## src/rtl/rs232out_pkg.sv

```systemverilog
// Definitions shared by the RS-232 receiver and transmitter: default line
// parameters, bit-period formula, bit-timer width and transmitter FSM states.
package rs232out_pkg;

  localparam int unsigned DefaultBps       = 115_200;
  localparam int unsigned DefaultFrequency = 25_000_000;
  localparam int unsigned TimerWidth       = 17;

  typedef enum logic [1:0] {
    IDLE  = 2'd0,
    START = 2'd1,
    DATA  = 2'd2,
    STOP  = 2'd3
  } txState_e;

  // Bit time minus one, in clocks; both directions must agree on it.
  function automatic int unsigned bitPeriod(input int unsigned freq, input int unsigned rate);
    return freq / rate - 1;
  endfunction

endpackage

```

## src/rtl/rs232out_sync_fifo.sv

```systemverilog
// Synchronous FIFO with registered occupancy count; full/empty come from the
// count held at the start of the cycle, so a write while full is always dropped.
module sync_fifo #(
  parameter int width      = 8,
  parameter int log2_depth = 4
) (
  input  logic                  clk_i,
  input  logic                  reset_i,
  input  logic                  wr_i,
  input  logic [width-1:0]      wdata_i,
  input  logic                  rd_i,
  output logic [width-1:0]      rdata_o,
  output logic                  full_o,
  output logic                  empty_o,
  output logic [log2_depth:0]   count_o
);

  localparam int Depth = 1 << log2_depth;
  localparam logic [log2_depth-1:0] PtrOne   = 1;
  localparam logic [log2_depth:0]   CountOne = 1;
  localparam logic [log2_depth:0]   CountMax = Depth;

  logic [width-1:0]      mem_q [Depth];
  logic [log2_depth-1:0] wrPtr_q, rdPtr_q;
  logic [log2_depth:0]   count_q;
  logic                  doWrite, doRead;

  assign full_o  = (count_q == CountMax);
  assign empty_o = (count_q == '0);
  assign count_o = count_q;
  assign rdata_o = mem_q[rdPtr_q];
  assign doWrite = wr_i && !full_o;
  assign doRead  = rd_i && !empty_o;

  // Storage is not reset; reset only empties the FIFO through the pointers.
  always_ff @(posedge clk_i) begin
    if (doWrite) mem_q[wrPtr_q] <= wdata_i;
  end

  always_ff @(posedge clk_i or posedge reset_i) begin
    if (reset_i) begin
      wrPtr_q <= '0;
      rdPtr_q <= '0;
      count_q <= '0;
    end else begin
      if (doWrite) wrPtr_q <= wrPtr_q + PtrOne;
      if (doRead)  rdPtr_q <= rdPtr_q + PtrOne;
      case ({doWrite, doRead})
        2'b10:   count_q <= count_q + CountOne;
        2'b01:   count_q <= count_q - CountOne;
        default: count_q <= count_q;
      endcase
    end
  end

endmodule

```

## src/rtl/rs232out.sv

```systemverilog
// Buffered 8N1 UART transmitter: bytes queue in a FIFO and are shifted out LSB
// first, back to back with no idle gap while the FIFO has data.
module rs232out
  import rs232out_pkg::*;
#(
  parameter int unsigned bps        = DefaultBps,
  parameter int unsigned frequency  = DefaultFrequency,
  parameter int unsigned period     = bitPeriod(frequency, bps),
  parameter int unsigned log2_depth = 4
) (
  input  logic       clk25MHz,
  input  logic       reset,
  input  logic [7:0] data,
  input  logic       write,
  output logic       full,
  output logic       overflow,
  output logic       idle,
  output logic       serial_txd
);

  localparam logic [TimerWidth-1:0] PeriodT  = TimerWidth'(period);
  localparam logic [TimerWidth-1:0] TimerOne = 1;

  txState_e              state_q, state_d;
  logic [TimerWidth-1:0] timer_q, timer_d;
  logic [2:0]            bitCnt_q, bitCnt_d;
  logic [7:0]            sh_q, sh_d;
  logic                  txd_q, txd_d;
  logic                  overflow_q;

  logic                  pop;
  logic [7:0]            fifoData;
  logic                  fifoFull, fifoEmpty;
  logic [log2_depth:0]   fifoCount;

  sync_fifo #(
    .width      (8),
    .log2_depth (log2_depth)
  ) u_fifo (
    .clk_i   (clk25MHz),
    .reset_i (reset),
    .wr_i    (write),
    .wdata_i (data),
    .rd_i    (pop),
    .rdata_o (fifoData),
    .full_o  (fifoFull),
    .empty_o (fifoEmpty),
    .count_o (fifoCount)
  );

  // Every line level is held for period+1 clocks: loaded with period, changed when it hits zero.
  always_comb begin
    state_d  = state_q;
    timer_d  = timer_q;
    bitCnt_d = bitCnt_q;
    sh_d     = sh_q;
    txd_d    = txd_q;
    pop      = 1'b0;
    if (timer_q != '0) timer_d = timer_q - TimerOne;
    case (state_q)
      IDLE: begin
        if (!fifoEmpty) begin
          pop     = 1'b1;
          sh_d    = fifoData;
          txd_d   = 1'b0;
          timer_d = PeriodT;
          state_d = START;
        end
      end
      START: begin
        if (timer_q == '0) begin
          txd_d    = sh_q[0];
          sh_d     = {1'b0, sh_q[7:1]};
          bitCnt_d = 3'd7;
          timer_d  = PeriodT;
          state_d  = DATA;
        end
      end
      DATA: begin
        if (timer_q == '0) begin
          timer_d = PeriodT;
          if (bitCnt_q != 3'd0) begin
            txd_d    = sh_q[0];
            sh_d     = {1'b0, sh_q[7:1]};
            bitCnt_d = bitCnt_q - 3'd1;
          end else begin
            txd_d   = 1'b1;
            state_d = STOP;
          end
        end
      end
      STOP: begin
        if (timer_q == '0) begin
          if (!fifoEmpty) begin
            pop     = 1'b1;
            sh_d    = fifoData;
            txd_d   = 1'b0;
            timer_d = PeriodT;
            state_d = START;
          end else begin
            state_d = IDLE;
          end
        end
      end
      default: state_d = IDLE;
    endcase
  end

  always_ff @(posedge clk25MHz or posedge reset) begin
    if (reset) begin
      state_q    <= IDLE;
      timer_q    <= '0;
      bitCnt_q   <= '0;
      sh_q       <= '0;
      txd_q      <= 1'b1;
      overflow_q <= 1'b0;
    end else begin
      state_q    <= state_d;
      timer_q    <= timer_d;
      bitCnt_q   <= bitCnt_d;
      sh_q       <= sh_d;
      txd_q      <= txd_d;
      overflow_q <= write && fifoFull;
    end
  end

  assign serial_txd = txd_q;
  assign full       = fifoFull;
  assign overflow   = overflow_q;
  assign idle       = (state_q == IDLE) && (fifoCount == '0);

endmodule

```

## config.mk

```make
export PLATFORM = sky130hd
export DESIGN_NAME = rs232out
export DESIGN_NICKNAME = d
export VERILOG_FILES = /design/src/rtl/rs232out_pkg.sv /design/src/rtl/rs232out_sync_fifo.sv /design/src/rtl/rs232out.sv
export SDC_FILE = /design/constraint.sdc
export NUM_CORES = 1
export LEC_CHECK = 0
export ABC_AREA = 1
export CAP_MARGIN = 25
export CORE_MARGIN = 1
export CORE_UTILIZATION = 39
export CTS_CLUSTER_DIAMETER = 200
export DETAILED_ROUTE_END_ITERATION = 7
export PLACE_DENSITY = 0.6
export SLEW_MARGIN = 20
export SYNTH_ARGS = -nofsm -noshare
export SYNTH_HDL_FRONTEND = slang
export SYNTH_SLANG_ARGS = --single-unit
export TNS_END_PERCENT = 100
```

## constraint.sdc

```tcl
create_clock -name clk25MHz -period 3.7 [get_ports clk25MHz]
set_clock_uncertainty 0.05 [all_clocks]
set_input_delay 0.74 -clock clk25MHz [delete_from_list [all_inputs] [get_ports clk25MHz]]
set_output_delay 0.74 -clock clk25MHz [all_outputs]
set_load 0.03 [all_outputs]
```

==> impl_results.md <==
* First-pass GRT wire length at 27700 microns
* Combinational power share at 0.090
* Setup crit end: idle
* CP Max Fanout at 11
* Root buffer cell: clkbuf_16
* CTS clk-pin slew, worst paths at 70 ps
* Slew of the pin with the lowest slew margin at 816 ps
* Max-slew violations at 0
* Vias per cell at 4.98
* Largest stage delay, worst path at 710 ps
* Total grt overflow at 0
* Post-layout instance area at 8990 sq um
* Hold-fix buffers, CTS at 0
* CP dominant cell by count: nor2_1
* Main synth FF type: edfxtp_1
* Number of global-route vias before repair at 5221
* Switching power at 0.00126 W
* Hold Vio Cnt, Final at 0
* Top-area cell type share of the netlist area at 0.487
* CP Data Required Time at 2910 ps
* Worst setup path start: u_fifo.count_o[2]$_DFFE_PP0P_
* GRT Total Usage at 0.182
* Setup TNS at 0 ps
* CP Class: flip-flop to output pin
* Clk pwr share at 0.406
* Post-synth EDFFs at 128
* Area of the core at 19700 sq um
* Core Rows at 51
* Switch share at 0.270
* P_int at 0.00340 W
* Share of the yosys chip area belonging to registers at 0.630
* CTS buffer count at 17
* Netlist cell types at 41
* Total power at 0.00465 W
* Number of post-CTS setup repair buffers at 0
* Synth Register Bits at 173
* Initial DRC Count at 373
* PwrDens at 518 nW/um^2
* H-tree depth at 4
* LEAKAGE at 3.63 nW
* Crit. End Element: output pin
* Run status: finished clean
* CP top delay family: simple AND/OR/NAND/NOR gates
* Headroom to the max-slew limit at 0.454
* Final hold slack at 433 ps
* Sequential power share at 0.504
* Worst reg2reg path startpoint: timer_q[0]$_DFF_PP0_
* Share of cells above drive strength 1 at 0.0833
* Die area at 20800 sq um
* Die height at 144 microns
* DRC violations left at 0
* Avg Inst Size Synth at 10.1 sq um
* Crit-path cells: nor2_1 -> nand4_1 -> nor2_1 -> clkdlybuf4s50_1
* Clock sinks at 173
* Layout Nets at 834
* Wire per inst at 15.9 microns
* Buffers added on ports at 14
* Async set-reset flop share out of synthesis at 0.260
* RSZ-0062 raised after global routing: false
* CTS tree: built
* Critical path arrival at 2380 ps
* F_max at 316 MHz
* Initial Util at 0.401
* Synth Net Count at 811
* VDD IR-drop max at 0.324 mV
* Detailed Place HPWL at 10800 microns
* Hold Path Class: flip-flop to flip-flop
* Die Wd at 144 microns
* Final setup violation count at 0
* Main area contributors after synthesis: edfxtp_1, dfrtp_1, nand2_1
* Cells after synthesis at 780
* Routed WL at 17200 microns
* Synth Cell Area at 7890 sq um
* Area leader, netlist: edfxtp_1
* Clock latency on the worst-skew pair at 440 ps
* Area Overhead vs Synth at 14.0%
* Synth cell count leaders: nand2_1, edfxtp_1, nor2_1
* FF-to-FF setup slack at 620 ps
* Ys Warns at 0
* Initial antenna violation count at 0
* Top-count cell post-synth: nand2_1
* Critical path's slowest cell: clkdlybuf4s50_1
* Critical path depth at 4
* Worst reg2reg path depth at 18
* Antenna diodes at 0
* Dpl cell area at 8350 sq um
* Crit path buffers/inverters at 1
* Max-Cap Viols at 0
* Largest net degree at the start of global routing at 40
* Critical path startpoint category: flip-flop
* Post-cts repair resize count at 0
* Top Ports at 15
* Fin crit period at 3170 ps
* Clock Path Buffers at 2
* Total number of vias at 5383
* Final core occ at 0.457
* Crit share post-route at 0.856
* Drt pass-1 iters at 5
* Reg2reg end: u_fifo.count_o[4]$_DFFE_PP0P_
* Antenna viol nets, final at 0
* Routability cong. at 0.832
-- cell families (layout without fill, tap and decap cells) --
| kind of cell | count (synthesis) | in the layout | share of synthesized area |
|---|---|---|---|
| compound gates | 98 | 98 | 0.0660 |
| fa+ha+maj | 20 | 20 | 0.0327 |
| flops | 173 | 173 | 0.630 |
| simple gates | 393 | 393 | 0.211 |
| xor+xnor | 16 | 16 | 0.0178 |
| buf+inv | 80 | 116 | 0.0424 |
-- routing by layer --
metal	up-vias	share of wire	GRT usage
met5	-	0	0
met2	113	0.48	0.293
li1	2665	-	-
met4	0	0.019	0.0681
met3	26	0.050	0.0460
met1	2579	0.45	0.236
-- registers in the layout, indices dropped and copies added, names as in the netlist --
name / count
u_fifo.mem_q: 128
u_fifo.wrPtr_q: 4
sh_q: 8
serial_txd: 1
state_q: 2
bitCnt_q: 3
overflow: 1
u_fifo.rdPtr_q: 4
u_fifo.count_o: 5
timer_q: 17
-- worst min-delay path by stage --
stage	startpoint	end	slack, ps	cells after the start
finish	bitCnt_q[1]$_DFFE_PP0P_	bitCnt_q[1]$_DFFE_PP0P_	430	2
global route	sh_q[1]$_DFFE_PP0P_	sh_q[1]$_DFFE_PP0P_	460	2
CTS	bitCnt_q[1]$_DFFE_PP0P_	bitCnt_q[1]$_DFFE_PP0P_	430	2
detailed placement	bitCnt_q[1]$_DFFE_PP0P_	bitCnt_q[1]$_DFFE_PP0P_	420	2
global placement	bitCnt_q[1]$_DFFE_PP0P_	bitCnt_q[1]$_DFFE_PP0P_	400	2
floorplan	bitCnt_q[1]$_DFFE_PP0P_	bitCnt_q[1]$_DFFE_PP0P_	390	2
-- power groups by stage --
stage	combinational (W)	sequential, W	clock (W)
after floorplan	0.000278	0.00237	0
after global placement	0.000415	0.00239	0
after detailed placement	0.000422	0.00239	0
after CTS	0.000422	0.00235	0.00193
after global routing	0.000482	0.00237	0.00199
final	0.000417	0.00235	0.00189
-- worst register-to-register path, stage by stage (launching register included) --
cell and delay, ps:
dfrtp_1 380, inv_1 120, ha_1 190, inv_1 40, nor2_1 80, nand2_1 90
nor2_4 120, nand2_4 180, o21ai_2 270, nand3_1 200, inv_1 100, ha_1 280
ha_1 300, nand2_1 90, nand2_1 50, a21oi_1 160, xor2_1 160, nand2_1 70
o21ai_0 70
-- cell type report --
cell class / count / area (sq um)
Multi-Input combinational cell: 527 / 2580
Inverter: 53 / 199
Sequential cell: 173 / 4970
Timing Repair Buffer: 31 / 268
Fill cell: 1906 / 10700
Tap cell: 265 / 332
Clock buffer: 17 / 425
Clock inverter: 15 / 213
-- stage by stage --
step / setup slack (ps) / cells
floorplan: 1100 / 780
global placement: 740 / 1049
detailed placement: 639 / 1049
CTS: 512 / 1081
global route: 267 / 1081
finish: 533 / 1081
-- layout by cell type, fill, tap and decap left out, drive strengths merged, types with 3 or more instances in the layout --
cell and instances:
nor3b 4, nand3 57, buf 17, clkbuf 17, dfrtp 44, nor2 119
clkinv 7, edfxtp 128, ha 19, xnor2 3, nand4 8, xor2 13
nand2 195, a21oi 46, nand3b 3, clkdlybuf4s50 14, inv 60, o21ai 48
nor3 4
Note: power is estimated with default switching activity, not from simulation.
